`src/rtl/zclock_turbo_sched.sv`:
```
// ---------------------------------------------------------------------------
// zclock_turbo_sched
//
// Purpose:
//   Schedules changes of the Z80 clock generator's turbo mode. A new mode
//   requested by the CPU, or forced to 3.5 MHz by turbo_lock, is not applied
//   straight away. It is applied only at a refresh-cycle boundary, aligned to
//   the 7 MHz phase-0 strobe. While the change is in progress a stall is held
//   to the clock generator so that no truncated half-period reaches the CPU.
//   If no RFSH edge arrives within RFSH_TIMEOUT clocks, the switch is forced.
//
// Parameters:
//   SETTLE_TACTS  clocks the stall is held after turbo_out changes (1..15)
//   RFSH_TIMEOUT  clocks to wait for an RFSH fall before forcing (1..1023)
//
// Ports:
//   clk             28 MHz system clock
//   rst_n           asynchronous active-low reset
//   c0              7 MHz phase-0 strobe, one clk wide, every 4th clk
//   rfsh_n          Z80 RFSH, already synchronised to clk
//   turbo_req[1:0]  requested mode: 00 = 3.5 MHz, 01 = 7 MHz, 1x = 14 MHz
//   turbo_lock      forces the 3.5 MHz target while high
//   turbo_out[1:0]  mode driven to the clock generator (00/01/10 only)
//   switch_stall    stall request, ORed into the clock generator's cpu_stall
//   switch_pending  high while a switch is waiting, aligning or settling
//   forced_switch   one-clk pulse when a switch is started by the timeout
// ---------------------------------------------------------------------------
module zclock_turbo_sched #(
   parameter int unsigned SETTLE_TACTS = 4,
   parameter int unsigned RFSH_TIMEOUT = 1023
) (
   input  logic       clk,
   input  logic       rst_n,
   input  logic       c0,
   input  logic       rfsh_n,
   input  logic [1:0] turbo_req,
   input  logic       turbo_lock,
   output logic [1:0] turbo_out,
   output logic       switch_stall,
   output logic       switch_pending,
   output logic       forced_switch
);

   typedef enum logic [1:0] {
      ST_IDLE    = 2'd0,
      ST_PENDING = 2'd1,
      ST_ALIGN   = 2'd2,
      ST_SETTLE  = 2'd3
   } state_e;

   localparam logic [3:0] SETTLE_LOAD = 4'(SETTLE_TACTS - 1);
   localparam logic [9:0] TMO_LAST    = 10'(RFSH_TIMEOUT - 1);

   // Registered state
   state_e     state_q,     state_d;
   logic [1:0] turbo_out_q, turbo_out_d;
   logic       stall_q,     stall_d;
   logic       forced_q,    forced_d;
   logic [1:0] target_q,    target_d;
   logic [3:0] settle_q,    settle_d;
   logic [9:0] tmo_q,       tmo_d;
   logic       rfsh_q,      rfsh_d;

   // Combinational helpers
   logic [1:0] tgt_eff;
   logic       rfsh_fall;

   // Effective target: lock wins, and 1x is folded onto the single 14 MHz
   // code 10 so turbo_out never carries 11.
   always_comb begin
      tgt_eff = 2'b00;
      if (!turbo_lock) begin
         tgt_eff = turbo_req[1] ? 2'b10 : {1'b0, turbo_req[0]};
      end
   end

   assign rfsh_fall = rfsh_q & ~rfsh_n;
   assign rfsh_d    = rfsh_n;

   // Next-state logic
   always_comb begin
      state_d     = state_q;
      turbo_out_d = turbo_out_q;
      forced_d    = 1'b0;
      target_d    = target_q;
      settle_d    = settle_q;
      tmo_d       = tmo_q;

      unique case (state_q)
         ST_IDLE: begin
            if (tgt_eff != turbo_out_q) begin
               target_d = tgt_eff;
               tmo_d    = '0;
               state_d  = ST_PENDING;
            end
         end

         ST_PENDING: begin
            // Latest request wins until the switch point is committed.
            target_d = tgt_eff;
            if (tgt_eff == turbo_out_q) begin
               // Cancellation outranks both the RFSH edge and the timeout.
               state_d = ST_IDLE;
            end else if (rfsh_fall) begin
               // A real RFSH edge on the timeout clk is not a forced switch.
               state_d = ST_ALIGN;
            end else if (tmo_q == TMO_LAST) begin
               state_d  = ST_ALIGN;
               forced_d = 1'b1;
            end else if (tmo_q != '1) begin
               tmo_d = tmo_q + 10'd1;
            end
         end

         ST_ALIGN: begin
            // Target is frozen here; only the phase-0 strobe matters.
            if (c0) begin
               turbo_out_d = target_q;
               settle_d    = SETTLE_LOAD;
               state_d     = ST_SETTLE;
            end
         end

         ST_SETTLE: begin
            if (settle_q == '0) begin
               state_d = ST_IDLE;
            end else begin
               settle_d = settle_q - 4'd1;
            end
         end

         default: begin
            state_d = ST_IDLE;
         end
      endcase

      // Stall is a registered copy of "next state is ALIGN or SETTLE", so it
      // is already high on the first ALIGN clk and drops on the IDLE clk.
      stall_d = (state_d == ST_ALIGN) || (state_d == ST_SETTLE);
   end

   // State registers
   always_ff @(posedge clk or negedge rst_n) begin
      if (!rst_n) begin
         state_q     <= ST_IDLE;
         turbo_out_q <= 2'b00;
         stall_q     <= 1'b0;
         forced_q    <= 1'b0;
         target_q    <= 2'b00;
         settle_q    <= '0;
         tmo_q       <= '0;
         rfsh_q      <= 1'b1;
      end else begin
         state_q     <= state_d;
         turbo_out_q <= turbo_out_d;
         stall_q     <= stall_d;
         forced_q    <= forced_d;
         target_q    <= target_d;
         settle_q    <= settle_d;
         tmo_q       <= tmo_d;
         rfsh_q      <= rfsh_d;
      end
   end

   assign turbo_out      = turbo_out_q;
   assign switch_stall   = stall_q;
   assign forced_switch  = forced_q;
   assign switch_pending = (state_q != ST_IDLE);

   // Invariants of the registered outputs
   a_no_mode_11 : assert property (@(posedge clk) disable iff (!rst_n)
      turbo_out_q != 2'b11);
   a_stall_in_switch : assert property (@(posedge clk) disable iff (!rst_n)
      stall_q |-> (state_q == ST_ALIGN || state_q == ST_SETTLE));

endmodule
```
`config.mk`:
```
export PLATFORM = sky130hd
export DESIGN_NAME = zclock_turbo_sched
export DESIGN_NICKNAME = d
export VERILOG_FILES = /design/src/rtl/zclock_turbo_sched.sv
export SDC_FILE = /design/constraint.sdc
export NUM_CORES = 1
export LEC_CHECK = 0
export CAP_MARGIN = 5
export CORE_AREA = 2 2 49 51
export CTS_CLUSTER_DIAMETER = 50
export CTS_CLUSTER_SIZE = 12
export DETAILED_ROUTE_END_ITERATION = 10
export DIE_AREA = 0 0 51 53
export DONT_BUFFER_PORTS = 1
export GPL_TIMING_DRIVEN = 0
export HOLD_SLACK_MARGIN = 0.1
export PLACE_DENSITY = 0.75
export SKIP_CTS_REPAIR_TIMING = 1
export SYNTH_ARGS = -nofsm -noshare
export SYNTH_HDL_FRONTEND = slang
export SYNTH_SLANG_ARGS = --single-unit
```
`constraint.sdc`:
```
create_clock -name clk -period 3.4 [get_ports clk]
set_clock_uncertainty 0.1 [all_clocks]
set_input_delay 0.68 -clock clk [delete_from_list [all_inputs] [get_ports clk]]
set_output_delay 0.68 -clock clk [all_outputs]
set_load 0.02 [all_outputs]
```
-- Word level (Yosys, flattened, before mapping)
Cells that the tools add are included.
- bits in registers: 23
- input bits: 7
- output and inout bits: 5
- logic and storage cells: 62
- add/sub/neg operators: 2
- equal/unequal tests: 16
- multiplexer cells: 24
- bitwise gates (word level): 2
- reduce and logical (&&, ||, !) cells: 10
- operator list (operator ; number):
    10-bit two-way mux ; 5
    10-bit case mux with 2 select lines ; 1
    2-bit two-way mux ; 9
    2-bit != test, second input constant ; 7
    10-bit by 1-bit adder with 10-bit output, second input constant ; 1
    10-bit == test, second input constant ; 1
    10-bit != test, second input constant ; 1
    2-bit == test, second input constant ; 4
    4-bit two-way mux ; 2
    2-bit case mux with 4 select lines ; 1
    4-bit case mux with 2 select lines ; 1
    6-bit AND reduction ; 1
    2-bit nonzero test ; 3
    4-bit zero test ; 1
    1-bit two-way mux ; 4
    2-bit case mux with 2 select lines ; 1
    2-bit AND reduction ; 2
    4-bit by 1-bit subtractor with 4-bit output, second input constant ; 1
    3-bit AND reduction ; 1
    2-bit by 1-bit == test with 1-bit output, second input constant ; 1
    2-bit == test ; 1
    2-bit zero test ; 1
    2-bit != test ; 1
    1-bit AND ; 1
    2 further kinds ; 2

-- Logic depth before layout (Yosys ltp)
- depth in word-level cells: 7
- gate-level depth with buffers: 7
- gate-level depth less buffers: 7

-- Least setup slack after synthesis
OpenSTA, ideal clock, no wires.
- path type: input to register
- start: input turbo_req[1]
- end: register tmo_q[7]
- arrival: 1767 ps
- setup slack: 1453 ps
- cell stages on the path: 6
- path buffers: 1
- cells stage by stage: nor2b_1 a31oi_2 nand3_1 buf_2 nor4_2 mux2i_1
- word-level cells in the longest chain between the ends: 5
- RTL lines (element ; line ; source):
    start: declaration ; 36 ; input logic [1:0] turbo_req,
    2-bit two-way mux (*) ; 73 ; tgt_eff = turbo_req[1] ? 2'b10 : {1'b0, turbo_req[0]};
    2-bit two-way mux (*) ; 72 ; if (!turbo_lock) begin
    2-bit == test or 2-bit != test (tied branches) ; 101, 91 ;
    2-bit != test (no source line) ; -- ;
    6-bit AND reduction (no source line) (*) ; -- ;
    end signal: assignment ; 160 ; tmo_q <= tmo_d;
    end: declaration ; 61 ; logic [9:0] tmo_q, tmo_d;
Every way passes the cells marked *; elsewhere a longest branch is shown, timed or not.
A chain may end at the register's enable or synchronous reset.

-- Final worst setup path
- start: register tmo_q[1]
- end: register tmo_q[1]
- word-level cells in the longest chain between the ends: 6
- RTL lines (element ; line ; source):
    10-bit by 1-bit adder with 10-bit output ; 111 ; tmo_d = tmo_q + 10'd1;
    10-bit two-way mux ; 110 ; end else if (tmo_q != '1) begin
    10-bit two-way mux ; 107 ; end else if (tmo_q == TMO_LAST) begin
    10-bit two-way mux ; 104 ; end else if (rfsh_fall) begin
    10-bit two-way mux ; 101 ; if (tgt_eff == turbo_out_q) begin
    10-bit case mux with 2 select lines ; 89 ; unique case (state_q)
Several ways; a longest one is shown, not always the timed one. The select of a mux whose other input is x is not followed.

==> metrics <==
total grt overflow 0; reg2reg end tmo_q[1]; Clock power frac 14.6%; DRT Pass-1 Iters 4; Hold Path Origin rfsh_n; met3 wire length roughly 63 um; Final Setup Violations 0; DRC Markers 0; NetSw around 360 uW; reg2reg start tmo_q[1]; setup ws final around 1300 ps; HPWL after DPL between 1500 and 2000 um; Seq pwr share between 50% and 60%; Max clock buf depth 2; first-pass GRT wire length 3640 um; Worst Hold Depth 0; Slew @ Worst Pin around 510 ps; ANT cells 0; Total GRT Usage around 18%; via density per instance 5.68; Synth warnings 0; status finished, final reports clean; initial antenna violation count 0; Die W slightly above 50 um; Root Buffer Master clkbuf_4; Placed Area approximately 1300 um^2; min Tclk post-route around 2100 ps; post-route setup TNS 0 ps; synthesized net count roughly 140; DR top layer met4; vias in the first global route about 850; maxcap violations 0; gpl congestion roughly 0.86; area delta synth->final 7.47%; I/O pin cnt 12; Async SR Flop Fraction 100%; WHS Endpoint rfsh_q; latest clock arrival within the worst-skew pair 310 ps; row cnt 17; met2 WL post-DR between 1000 and 1500 um; Routed WL 2200 um; commonest non-fill, non-tap cell in the layout dfrtp_1; syn_area_per_cell slightly below 10 um^2; Synth top area share roughly 44%; Synth area leaders dfrtp_1, nand2_1, nor2_1; most frequent cells in the layout dfrtp_1, nor2_1, nand2_1; final worst-path cycle share 60.4%; Yosys reg bits 23; post-synthesis sequential area ratio between 40 and 50%; Mapped Area 1240 um^2; FMAX slightly below 500 MHz; Internal 516 uW; WL met1 1030 um; Layout fillers roughly 190; WL/cell between 10 and 15 um; startpoint types flop; Starting DRT DRC Count 15; clock buffer count from CTS 3; CP Capture Type flop; Place WS 1310 ps; Critical Setup Path Class reg2reg; Mapped Cells about 130; Pwr Total between 800 and 900 uW; placed instance count about 160; pin count of the biggest net entering global routing 24; worst min path class in2reg; Slew HR roughly two thirds; H-tree Lvls 1; core area between 2000 and 2500 um^2; CTS tree built; Max IR drop VDD between 400 and 500 uV; layout cell share with drive strength beyond 1 a little under a fifth; reg2reg path depth 6; number of synthesized flops with an enable pin 0; Synth area leader dfrtp_1; die area approximately 2700 um^2; switch share approximately two fifths; P_leak 0.559 nW; Synth cell types 37; Primary FF master, synth dfrtp_1; hold_ws 247 ps; DRT antenna net count 0; RSZ-0062 raised after global routing no; Initial Utilization between 50% and 60%; Final Hold Viols 0; Comb power frac a little over a third; Vias ~910; chip height approximately 53 um; Final Max Slew Viols 0; post-route insts no fill between 150 and 200; Final #Nets between 100 and 150; Final Util 62.0%; IO Port Bufs 0; CP required about 3500 ps; flop2flop setup slack 1350 ps; Sink Count 23; post-route design area approximately 1300 um^2; clock-pin slew on the worst setup and hold paths 130 ps; pwr dens approximately 650 nW/um^2; Crit Path Max Fanout 6; critical path arrival around 2200 ps
## area by class of cell
cell class,instances,area (um^2),share of cell area (%)
buffer,1,5.00,0.376
clock buffer,3,22.5,1.69
clock inverter,1,5.00,0.376
inverter,5,18.8,1.41
multi-input combinational,98,639,48.0
sequential,23,577,43.3
tap,28,35.0,2.63
timing repair buffer,2,30.0,2.25
## registers in the layout, indices dropped and copies added, names as in the netlist
| name | count |
|---|---|
| tmo_q | 10 |
| settle_q | 4 |
| state_q | 2 |
| target_q | 2 |
| turbo_out | 2 |
| forced_switch | 1 |
| rfsh_q | 1 |
| switch_stall | 1 |
## per-layer routing
metal,up-vias,track usage [%]
li1,459,-
met1,436,23.0
met2,15,31.0
met3,4,3.11
met4,0,8.11
met5,-,0
## cells by family after synthesis
family	after synthesis	share of synthesized area, %
muxes	9	7.97
and+or+nand+nor	64	28.0
buffers and inverters	6	1.92
xor gates and xnor gates	2	1.41
DFF	23	46.5
AOI/OAI and AO/OA	20	11.2
adders and majority gates	3	3.03
## power groups by stage
stage,logic (mW),clock network [mW],registers (mW)
6_report,0.308,0.127,0.437
3_5_place_dp,0.301,0,0.443
3_3_place_gp,0.293,0,0.441
4_1_cts,0.302,0.130,0.437
5_1_grt,0.347,0.141,0.449
2_1_floorplan,0.251,0,0.422
## synth_stat cells, types with 2 or more instances
cell and number:
a21oi_1 6, a22o_1 2, dfrtp_1 22, ha_1 3, inv_1 5, mux2_2 3, mux2i_1 5, nand2_1 15
nand3_1 8, nand4_1 2, nor2_1 15, nor2b_1 2, nor3_1 7, nor3b_1 2, o21ai_0 5, o21ai_2 2
or3_1 2, xor2_1 2
## worst max-delay path, cell delays in order (launching register included)
cell,delay [ps]
dfrtp_1,490
ha_1,330
o21ai_2,110
or3_4,360
a21oi_2,190
nor2_2,80
mux2_4,290
## how the worst max path moves through the flow
stage                            start        endpoint  slack [ps]  depth (start not counted)
after floorplan           turbo_req[1]        tmo_q[7]        1450                          6
after global routing          tmo_q[1]        tmo_q[1]        1260                          6
final                         tmo_q[1]        tmo_q[1]        1350                          6
after global placement    turbo_req[1]        tmo_q[7]        1320                          6
after CTS                   state_q[1]  switch_pending        1340                          2
after detailed placement  turbo_req[1]        tmo_q[7]        1310                          6
No activity file was read; power rests on OpenSTA's default activity.
